--- src/rtl/mips_fetch_stage.sv ---
// MIPS instruction-fetch stage: program counter, instruction-ROM word address,
// and the IF/ID pipeline register, with stall, flush, redirect and a sticky
// fetch fault. Optional performance counters are enabled by defining
// FETCH_PERF_CNT_EN.
module mips_fetch_stage #(
    parameter int unsigned DATA_WIDTH = 32,
    parameter int unsigned ADDR_WIDTH = 8,
    parameter logic [31:0] RESET_PC   = 32'h0040_0000
) (
    input  logic                  clk,
    input  logic                  reset,
    input  logic                  stall_i,
    input  logic                  flush_i,
    input  logic                  redirect_i,
    input  logic [31:0]           redirect_pc_i,
    output logic [ADDR_WIDTH-1:0] rom_addr_o,
    input  logic [DATA_WIDTH-1:0] rom_data_i,
    output logic [31:0]           pc_o,
    output logic [DATA_WIDTH-1:0] if_id_instr_o,
    output logic [31:0]           if_id_pc_plus4_o,
    output logic                  if_id_valid_o,
    output logic                  fault_o
`ifdef FETCH_PERF_CNT_EN
    ,
    output logic [31:0]           fetch_count_o,
    output logic [31:0]           stall_count_o
`endif
);

    localparam int unsigned WORD_OFF_W = 30;

    logic [WORD_OFF_W-1:0] off_word;
    logic                  pc_invalid;
    logic [31:0]           pc_plus4;

    logic [31:0]           pc_d;
    logic [DATA_WIDTH-1:0] instr_d;
    logic [31:0]           pc4_d;
    logic                  valid_d;
    logic                  fault_d;
    logic                  fetch_ok;
    logic                  stall_cnt_en;

    // Word offset of the PC from the ROM base; wrap-around catches pc < RESET_PC.
    always_comb begin
        off_word   = WORD_OFF_W'((pc_o - RESET_PC) >> 2);
        rom_addr_o = off_word[ADDR_WIDTH-1:0];
        pc_invalid = (|pc_o[1:0]) | (|off_word[WORD_OFF_W-1:ADDR_WIDTH]);
        pc_plus4   = pc_o + 32'd4;
    end

    // Next-state selection: redirect > flush > stall > normal fetch.
    always_comb begin
        pc_d         = pc_o;
        instr_d      = if_id_instr_o;
        pc4_d        = if_id_pc_plus4_o;
        valid_d      = if_id_valid_o;
        fault_d      = fault_o;
        fetch_ok     = 1'b0;
        stall_cnt_en = stall_i & ~redirect_i;

        if (redirect_i) begin
            pc_d    = redirect_pc_i;
            instr_d = '0;
            pc4_d   = '0;
            valid_d = 1'b0;
        end else if (flush_i) begin
            instr_d = '0;
            pc4_d   = '0;
            valid_d = 1'b0;
            if (!stall_i) begin
                pc_d = pc_plus4;
            end
        end else if (!stall_i) begin
            pc_d = pc_plus4;
            if (pc_invalid) begin
                instr_d = '0;
                pc4_d   = '0;
                valid_d = 1'b0;
                fault_d = 1'b1;
            end else begin
                instr_d  = rom_data_i;
                pc4_d    = pc_plus4;
                valid_d  = 1'b1;
                fetch_ok = 1'b1;
            end
        end
    end

    // PC, IF/ID and fault registers.
    always_ff @(posedge clk) begin
        if (reset) begin
            pc_o             <= RESET_PC;
            if_id_instr_o    <= '0;
            if_id_pc_plus4_o <= '0;
            if_id_valid_o    <= 1'b0;
            fault_o          <= 1'b0;
        end else begin
            pc_o             <= pc_d;
            if_id_instr_o    <= instr_d;
            if_id_pc_plus4_o <= pc4_d;
            if_id_valid_o    <= valid_d;
            fault_o          <= fault_d;
        end
    end

`ifdef FETCH_PERF_CNT_EN
    // Fetch and stall event counters, wrapping modulo 2^32.
    always_ff @(posedge clk) begin
        if (reset) begin
            fetch_count_o <= '0;
            stall_count_o <= '0;
        end else begin
            if (fetch_ok) begin
                fetch_count_o <= fetch_count_o + 32'd1;
            end
            if (stall_cnt_en) begin
                stall_count_o <= stall_count_o + 32'd1;
            end
        end
    end
`else
    logic unused_perf;
    assign unused_perf = fetch_ok ^ stall_cnt_en;
`endif

endmodule
--- config.mk ---
export PLATFORM = sky130hd
export DESIGN_NAME = mips_fetch_stage
export DESIGN_NICKNAME = d
export VERILOG_FILES = /design/src/rtl/mips_fetch_stage.sv
export SDC_FILE = /design/constraint.sdc
export NUM_CORES = 1
export LEC_CHECK = 0
export ABC_CLOCK_PERIOD_IN_PS = 5500
export BUFFER_PORTS_ARGS = -buffer_cell sky130_fd_sc_hd__buf_2
export CAP_MARGIN = 20
export CORE_ASPECT_RATIO = 0.8
export CORE_MARGIN = 5
export CORE_UTILIZATION = 25
export CTS_CLUSTER_SIZE = 8
export DETAILED_ROUTE_END_ITERATION = 12
export GPL_TIMING_DRIVEN = 0
export HOLD_SLACK_MARGIN = 0.02
export PLACE_DENSITY_LB_ADDON = 0.1
export SLEW_MARGIN = 30
export SYNTH_ARGS = -nofsm -noshare
export SYNTH_HDL_FRONTEND = slang
export SYNTH_SLANG_ARGS = --single-unit
--- constraint.sdc ---
create_clock -name clk -period 5.5 [get_ports clk]
set_input_delay 0.825 -clock clk [delete_from_list [all_inputs] [get_ports clk]]
set_output_delay 0.825 -clock clk [all_outputs]
set_load 0.05 [all_outputs]
; Yosys cells after proc, flatten, opt, wreduce, memory -nomap -nowiden
; Cells that the tools add are included.
; Widths: inputs -> output; s select.
[word_totals]
register_bits = 98
output_inout_bits = 106
wordCells = 21
[op_classes]
reduce_logical = 4
n_bitwise = 4
mux = 5
n_addsub = 2
n_eq_ne = 1
[op_table]
columns = op, n
row1 = $mux 32, 4
row2 = $add 32x3->32 const B, 1
row3 = $sub 32x23->32 const B, 1
row4 = $reduce_or 22->1, 1
row5 = $reduce_and 4->1, 1
row6 = $not 1->1, 3
row7 = $reduce_or 3->1, 1
row8 = $ne 2x1->1 const B, 1
row9 = $reduce_or 2->1, 1
row10 = $mux 1, 1
row11 = $or 1x1->1, 1

; Longest topological paths before layout
; Gate-level depths: netlist of the first run.
[logic_depth]
depth_word = 4
mapped_depth = 8

; Least setup slack after synthesis of the first run
; Ideal clock, no wire load.
[synth_path]
path_type = input-to-reg
from = input port stall_i
to = register pc_o[21]
setup_time_ps = 91
slack_ps = 3130
arrival_time_ps = 2279
cell_stages = 5
path_buffers = 1
path_cell_list = buf_6 -> nand4b_2 -> or4_4 -> or4_1 -> a311oi_1
[synth_via]
elab_chain_len = 1
[synth_lines]
columns = item, line
row1 = "start, declared", 12  ; input logic stall_i,
row2 = $ne 2x1->1 (no source line), --
row3 = "end signal, assigned", 99  ; pc_o <= pc_d;
row4 = "end, declared", 18  ; output logic [31:0] pc_o,
; Every way passes these cells.
; A chain may end at the register's enable or synchronous reset.

; Worst setup path after layout of the first run
[layout_path]
from = input port redirect_i
to = register pc_o[31]
[layout_via]
elab_chain_len = 1
[layout_lines]
columns = item, line
row1 = "start, declared", 14  ; input logic redirect_i,
row2 = $ne 2x1->1 (no source line) or $mux 32 (tied branches), --
; Several ways; a longest one is shown, not always the timed one.

==> flow_metrics.py, run 1 <==
metrics = {
    "drt": {
        "vias_per_cell": 4.787,
        "routed_wl_mm": 14.51,
        "via_count": 4040,
        "post_drt_wl_per_cell_um": 17.19,
        "dr.pass1.iters": 5,
        "initialDrtViolationCount": 179,
        "drc": 0,
        "ant_nets": 0,
    },
    "layout": {
        "fin_util_pct": 34.32,
        "nets": 687,
        "drive_above_1_share_pct": 35.59,
        "n_fill_cell": 1724,
        "synthToLayoutAreaGrowth_pct": 34.86,
    },
    "worst_hold_path": {
        "hp-class": "reg2reg",
    },
    "synthesis": {
        "post_synth_num_cell_types": 48,
        "syn_inst": 433,
        "synth-edff-count": 0,
        "synth_area_per_cell_um2": 9.698,
        "synth.cell_area_um2": 4199,
        "ys_ff_latch": 98,
        "synth_seq_area_share_pct": 46.72,
        "synth-main-ff-cell": "dfxtp_1",
        "ys_warn_count": 0,
        "syn_nets": 503,
        "synthArstFlopShare_pct": 0,
    },
    "timing": {
        "setup_tns_ns": 0,
        "drv_slew": 0,
        "max_slew.worst_pin.slew_ns": 0.8772,
        "fin_crit_ns": 2.575,
        "grt_setup_unrepaired": "no",
        "hold_viol_final": 0,
        "relSlewSlack_pct": 41.07,
        "setup_viol": 0,
        "period_share_pct": 46.82,
        "fmax_mhz": 388.4,
        "fin_worst_skew_ns": 0.008227,
    },
    "clock_network": {
        "cts_inserted_buffers": 9,
        "hold_buffers": 0,
        "htreeDepth": 3,
        "clkTransAtPathRegs_ns": 0.07,
        "clkLatencyLatePin_ns": 0.35,
        "cts_sinks": 98,
        "cts_buffer_depth": 2,
        "cts_root_buffer": "clkbuf_16",
        "cts_setup_buffers": 0,
        "cts_resized": 0,
        "cts_tree": "done",
    },
    "power_and_ir_drop": {
        "leakage_nw": 2.594,
        "vdd_drop_max_mv": 0.1321,
        "powerDensity_nw_per_um2": 290.6,
    },
    "place": {
        "dp_hpwl_mm": 11.20,
        "port_buffers": 173,
        "gp_congestion": 0.8105,
    },
    "die": {
        "start_util_pct": 25.45,
        "dieArea_um2": 19500,
        "ios": 175,
        "die_w_um": 154.9,
        "die_y_um": 125.9,
        "std_cell_rows": 42,
        "core_um2": 16500,
    },
    "critical_path": {
        "start_kind": "input port",
        "worstPathArrival_ns": 2.84,
        "crit_type": "in2reg",
        "cp-end-kind": "register",
        "cp_max_fo": 10,
        "cp.required_ns": 5.77,
    },
    "job": {
        "drv_cap": 0,
    },
    "grt": {
        "grt_max_degree": 17,
        "first_global_vias": 3971,
        "grtUsageTotal_pct": 14.58,
        "antenna_found_initial": 4,
        "grt_pass1_wl_mm": 22.42,
        "overflow": 0,
    },
    "outcome": {
        "outcome": "complete, no violations",
    },
}
==> report_power, final <==
group | leakage [nW] | internal (W) | switching (W)
registers | 0.797 | 0.000726 | 0.0000297
logic | 1.65 | 0.0000709 | 0.000141
clock network | 0.152 | 0.000398 | 0.000281
==> metrics by stage <==
stage | cell area [µm²] | worst slack, ns | power [W] | cells | hold WS [ns]
5_1_grt | 5663 | 2.777 | 0.001717 | 844 | 0.4719
4_1_cts | 5655 | 2.936 | 0.001678 | 841 | 0.4477
6_report | 5663 | 2.925 | 0.001646 | 844 | 0.4425
2_1_floorplan | 4199 | 3.130 | 0.0009076 | 433 | 0.6634
3_5_place_dp | 5340 | 2.572 | 0.0009852 | 826 | 0.4385
3_3_place_gp | 5340 | 2.559 | 0.0009839 | 826 | 0.4350
==> Yosys cell counts, types with 2 or more instances <==
cell type | number | area [µm²]
buf_4 | 9 | 67.56
a21o_1 | 2 | 15.01
o21ai_0 | 5 | 25.02
o31ai_1 | 3 | 22.52
a22o_1 | 41 | 359.1
a2111oi_0 | 3 | 26.28
xnor2_1 | 10 | 87.58
inv_1 | 7 | 26.28
nor2b_1 | 2 | 12.51
nor4_1 | 9 | 56.30
mux2i_1 | 3 | 30.03
a21oi_1 | 12 | 60.06
a211oi_1 | 10 | 75.07
nor4b_1 | 4 | 35.03
o311ai_0 | 3 | 26.28
nand2_1 | 20 | 75.07
dfxtp_1 | 98 | 1962
buf_6 | 3 | 33.78
buf_2 | 8 | 40.04
clkbuf_1 | 19 | 71.32
o211ai_1 | 5 | 37.54
or4b_2 | 2 | 20.02
and3_1 | 13 | 81.33
clkbuf_8 | 4 | 55.05
nand4_1 | 11 | 68.82
and2_1 | 25 | 156.4
o221ai_1 | 3 | 26.28
nor2_1 | 32 | 120.1
and4_1 | 6 | 52.55
or4_1 | 5 | 37.54
nor3_1 | 5 | 25.02
a311oi_1 | 9 | 78.83
nand3_1 | 15 | 75.07
xor2_1 | 7 | 61.31
or3_1 | 7 | 43.79
==> cells in the final DEF, fill, tap and decap left out, types with 4 or more instances in the layout <==
master,netlist,layout
clkbuf_8,4,4
or4_1,5,5
xnor2_1,10,10
buf_4,9,9
nor4b_1,4,4
nor3_1,5,5
and2_1,25,25
clkbuf_16,0,9
and4_1,6,6
clkbuf_1,19,19
o21ai_0,5,5
dfxtp_1,98,98
a22o_1,41,41
or3_1,7,7
buf_2,8,181
and3_1,13,13
a211oi_1,10,10
inv_1,7,7
nand3_1,15,15
nor2_1,32,32
nor4_1,9,9
nand4_1,11,11
xor2_1,7,7
nand2_1,20,20
o211ai_1,5,5
a311oi_1,9,9
a21oi_1,12,12
==> final timing paths <==
kind | startpoint | to | slack [ns] | cells after the start
hold / removal | fault_o$_SDFFE_PP0P_ | fault_o$_SDFFE_PP0P_ | 0.44 | 2
hold reg to reg | fault_o$_SDFFE_PP0P_ | fault_o$_SDFFE_PP0P_ | 0.44 | 2
setup reg to reg | pc_o[10]$_SDFFE_PP0N_ | if_id_instr_o[9]$_SDFFE_PP0N_ | 3.07 | 6
setup / recovery | redirect_i | pc_o[31]$_SDFFE_PP0N_ | 2.93 | 6
==> cells by family after synthesis <==
kind of cell	Yosys count	synth area share, %
xor+xnor	17	3.546
buf+inv	52	7.867
flops	98	46.72
fa+ha+maj	1	0.2979
compound gates	97	18.12
mux	3	0.7152
simple gates	165	22.74
==> routing by layer <==
metal | vias to the layer above | track usage, % | share of wire [%]
met5 | - | 0 | 0.090
met4 | 2 | 4.881 | 1.7
met3 | 17 | 3.498 | 6.4
met2 | 153 | 22.13 | 45
met1 | 1892 | 20.31 | 46
li1 | 1976 | - | -
==> critical path, cell delays in order <==
cell,delay [ns]
buf_2,0.10
clkbuf_1,0.34
clkbuf_1,0.48
clkbuf_1,0.66
a21oi_1,0.20
o211ai_1,0.22
==> area by class of cell <==
class / count / area [µm²] / area share, %
Tap cell: 220 / 275.3 / 4.861
Clock inverter: 6 / 90.09 / 1.591
Inverter: 7 / 26.28 / 0.4640
Timing Repair Buffer: 173 / 865.8 / 15.29
Antenna cell: 3 / 7.507 / 0.1326
Sequential cell: 98 / 1962 / 34.64
Clock buffer: 9 / 225.2 / 3.977
Buffer: 45 / 304.0 / 5.369
Multi-Input combinational cell: 283 / 1907 / 33.67
==> state kept, by name, summed over array words and instances (netlist names) <==
register	flops
fault_o	1
if_id_pc_plus4_o	32
if_id_valid_o	1
pc_o	32
if_id_instr_o	32
Power figures use the tool's default switching activity.
==> inputs of run 2 (changes only) <==
ABC_AREA = 1   (was not set)
ABC_CLOCK_PERIOD_IN_PS = 2600   (was 5500)
clock period = 2.6 ns   (was 5.5 ns; I/O delays follow)
==> flow_metrics.py, run 2 <==
metrics = {
    "timing": {
        "drv_slew": 0,
        "fmax_mhz": 496.3,
        "grt_setup_unrepaired": "no",
        "fin_worst_skew_ns": 0.01165,
        "period_share_pct": 77.50,
        "setup_tns_ns": 0,
        "max_slew.worst_pin.slew_ns": 0.5497,
        "setup_viol": 0,
        "relSlewSlack_pct": 63.35,
        "fin_crit_ns": 2.015,
        "hold_viol_final": 0,
    },
    "clock_network": {
        "hold_buffers": 0,
        "cts_inserted_buffers": 9,
        "clkTransAtPathRegs_ns": 0.08,
        "cts_buffer_depth": 2,
        "htreeDepth": 3,
        "cts_sinks": 98,
        "cts_tree": "done",
        "clkLatencyLatePin_ns": 0.35,
        "cts_setup_buffers": 0,
        "cts_resized": 0,
        "cts_root_buffer": "clkbuf_16",
    },
    "synthesis": {
        "synth-main-ff-cell": "dfxtp_1",
        "synthArstFlopShare_pct": 0,
        "synth.cell_area_um2": 4541,
        "synth_seq_area_share_pct": 43.21,
        "syn_nets": 747,
        "synth.largest_area_cell": "dfxtp_1",
        "netlist_top_cells_area": "dfxtp_1, nand2_1, nand3_1",
        "synth_top_area_share_pct": 43.21,
        "syn_inst": 677,
        "synth-edff-count": 0,
        "yosysMostFrequentCell": "nand2_1",
        "ys_warn_count": 0,
        "synth_commonest_cells": "nand2_1, dfxtp_1, nor2_1",
        "post_synth_num_cell_types": 25,
        "ys_ff_latch": 98,
        "synth_area_per_cell_um2": 6.707,
    },
    "die": {
        "die_y_um": 130.5,
        "std_cell_rows": 44,
        "dieArea_um2": 20970,
        "ios": 175,
        "start_util_pct": 25.22,
        "die_w_um": 160.7,
        "core_um2": 18000,
    },
    "drt": {
        "ant_nets": 0,
        "dr.pass1.iters": 4,
        "initialDrtViolationCount": 284,
        "vias_per_cell": 4.257,
        "drc": 0,
        "post_drt_wl_per_cell_um": 14.75,
        "routed_wl_mm": 16.16,
        "via_count": 4666,
    },
    "place": {
        "dp_hpwl_mm": 12.59,
        "port_buffers": 172,
        "gp_congestion": 0.8621,
        "dpl.cell_count": 1079,
    },
    "grt": {
        "overflow": 0,
        "antenna_found_initial": 2,
        "grt_pass1_wl_mm": 25.29,
        "first_global_vias": 4561,
        "grtUsageTotal_pct": 15.39,
        "grt_max_degree": 19,
    },
    "worst_hold_path": {
        "min_from": "rom_data_i[18]",
        "min_path_cells": 3,
        "min_to": "if_id_instr_o[18]$_SDFFE_PP0N_",
        "hp-class": "in2reg",
    },
    "job": {
        "drv_cap": 0,
    },
    "layout": {
        "layout_common_cells": "nand2_1, buf_2, dfxtp_1, nor2_1, nand3_1",
        "fin_cells": 1096,
        "drive_above_1_share_pct": 27.63,
        "final_common_cell": "nand2_1",
        "nets": 930,
        "n_fill_cell": 2033,
        "synthToLayoutAreaGrowth_pct": 32.63,
        "top_regs": "if_id_instr_o: 32 flops, if_id_pc_plus4_o: 32 flops, pc_o: 32 flops",
    },
    "critical_path": {
        "r2r_start": "pc_o[2]$_SDFFE_PP0N_",
        "worst-r2r-cell-count": 7,
        "worstPathArrival_ns": 2.23,
        "worstReg2RegEnd": "pc_o[16]$_SDFFE_PP0N_",
        "cp.required_ns": 2.82,
        "crit_type": "reg2reg",
        "start_kind": "register",
        "cp_num_cells": 7,
        "cp-end-kind": "register",
        "path_cells": "ha_1 -> nand3_1 -> nor2_2 -> nand3_1 -> xor2_1 -> nand2_1 -> a21oi_1",
        "crit_family": "simple AND/OR/NAND/NOR gates",
        "slowest_stage": "dfxtp_1",
        "crit_top_cell": "nand3_1",
        "crit_buf_inv": 0,
        "cp_max_fo": 9,
        "crit_path_max_incr_delay_ns": 0.56,
        "r2r_slack_ns": 0.59,
    },
    "power_and_ir_drop": {
        "powerDensity_nw_per_um2": 589.9,
        "leakage_nw": 2.946,
        "seqPwrFrac_pct": 44.5,
        "pwr-share-clk_pct": 43.1,
        "combPwrFrac_pct": 12.4,
        "intPower_w": 0.002526,
        "switching_power_w": 0.001026,
        "vdd_drop_max_mv": 0.3007,
        "p_sw_share_pct": 28.88,
    },
    "outcome": {
        "outcome": "complete, no violations",
    },
}
## run 2: power groups by stage
stage | registers (W) | clock network, W | logic (W)
6_report | 0.00158 | 0.00153 | 0.000441
5_1_grt | 0.00159 | 0.00165 | 0.000484
4_1_cts | 0.00158 | 0.00159 | 0.000447
3_5_place_dp | 0.00162 | 0 | 0.000445
3_3_place_gp | 0.00162 | 0 | 0.000446
2_1_floorplan | 0.00171 | 0 | 0.000192
## run 2: layout make-up
cell class | instances | area (µm²) | share of cell area, %
antenna | 1 | 2.502 | 0.04155
buffer | 37 | 206.4 | 3.428
clock buffer | 9 | 225.2 | 3.740
clock inverter | 7 | 105.1 | 1.745
inverter | 53 | 201.4 | 3.345
multi-input combinational | 489 | 2171 | 36.05
sequential | 98 | 1962 | 32.58
tap | 230 | 287.8 | 4.779
timing repair buffer | 172 | 860.8 | 14.29
## run 2: how the worst max path moves through the flow
stage / end / slack [ns] / from
3_5_place_dp: pc_o[16]$_SDFFE_PP0N_ / 0.56 / pc_o[2]$_SDFFE_PP0N_
6_report: pc_o[16]$_SDFFE_PP0N_ / 0.59 / pc_o[2]$_SDFFE_PP0N_
5_1_grt: pc_o[16]$_SDFFE_PP0N_ / 0.38 / pc_o[2]$_SDFFE_PP0N_
2_1_floorplan: pc_o[16]$_SDFFE_PP0N_ / 0.69 / pc_o[2]$_SDFFE_PP0N_
4_1_cts: pc_o[16]$_SDFFE_PP0N_ / 0.55 / pc_o[2]$_SDFFE_PP0N_
3_3_place_gp: pc_o[16]$_SDFFE_PP0N_ / 0.55 / pc_o[2]$_SDFFE_PP0N_
## run 2: stage by stage
stage / setup WS [ns] / instance area [µm²] / hold slack [ns] / power [W] / util [%]
final: 0.5851 / 6022 / 0.2507 / 0.003552 / 33.45
after global routing: 0.3842 / 6022 / 0.2437 / 0.003719 / 33.45
after CTS: 0.5490 / 6020 / 0.2305 / 0.003617 / 33.44
after detailed placement: 0.5627 / 5689 / 0.4300 / 0.002064 / 31.60
after global placement: 0.5533 / 5689 / 0.4309 / 0.002065 / 31.60
after floorplan: 0.6860 / 4541 / 0.5213 / 0.001902 / -
## run 2: metal layers
layer | GRT usage, % | wire length (µm) | up-vias
met5 | 0 | 18 | -
met4 | 3.541 | 161 | 2
met3 | 5.111 | 1054 | 12
met2 | 23.02 | 6949 | 105
met1 | 21.59 | 7979 | 2078
li1 | - | - | 2469
## run 2: kinds of logic after synthesis
kind of cell	count (synthesis)	share of synthesized area [%]
buffers and inverters	90	8.983
AO/OA/AOI/OAI	50	5.814
AND/OR/NAND/NOR	423	38.83
XOR/XNOR	15	2.893
flip-flops	98	43.21
adder cells (fa/ha/maj)	1	0.2755
## run 2: worst register-to-register path, stage by stage, from the launching register on
cell and delay (ns):
dfxtp_1 0.56, ha_1 0.37, nand3_1 0.21, nor2_2 0.31, nand3_1 0.16, xor2_1 0.17
nand2_1 0.06, a21oi_1 0.06
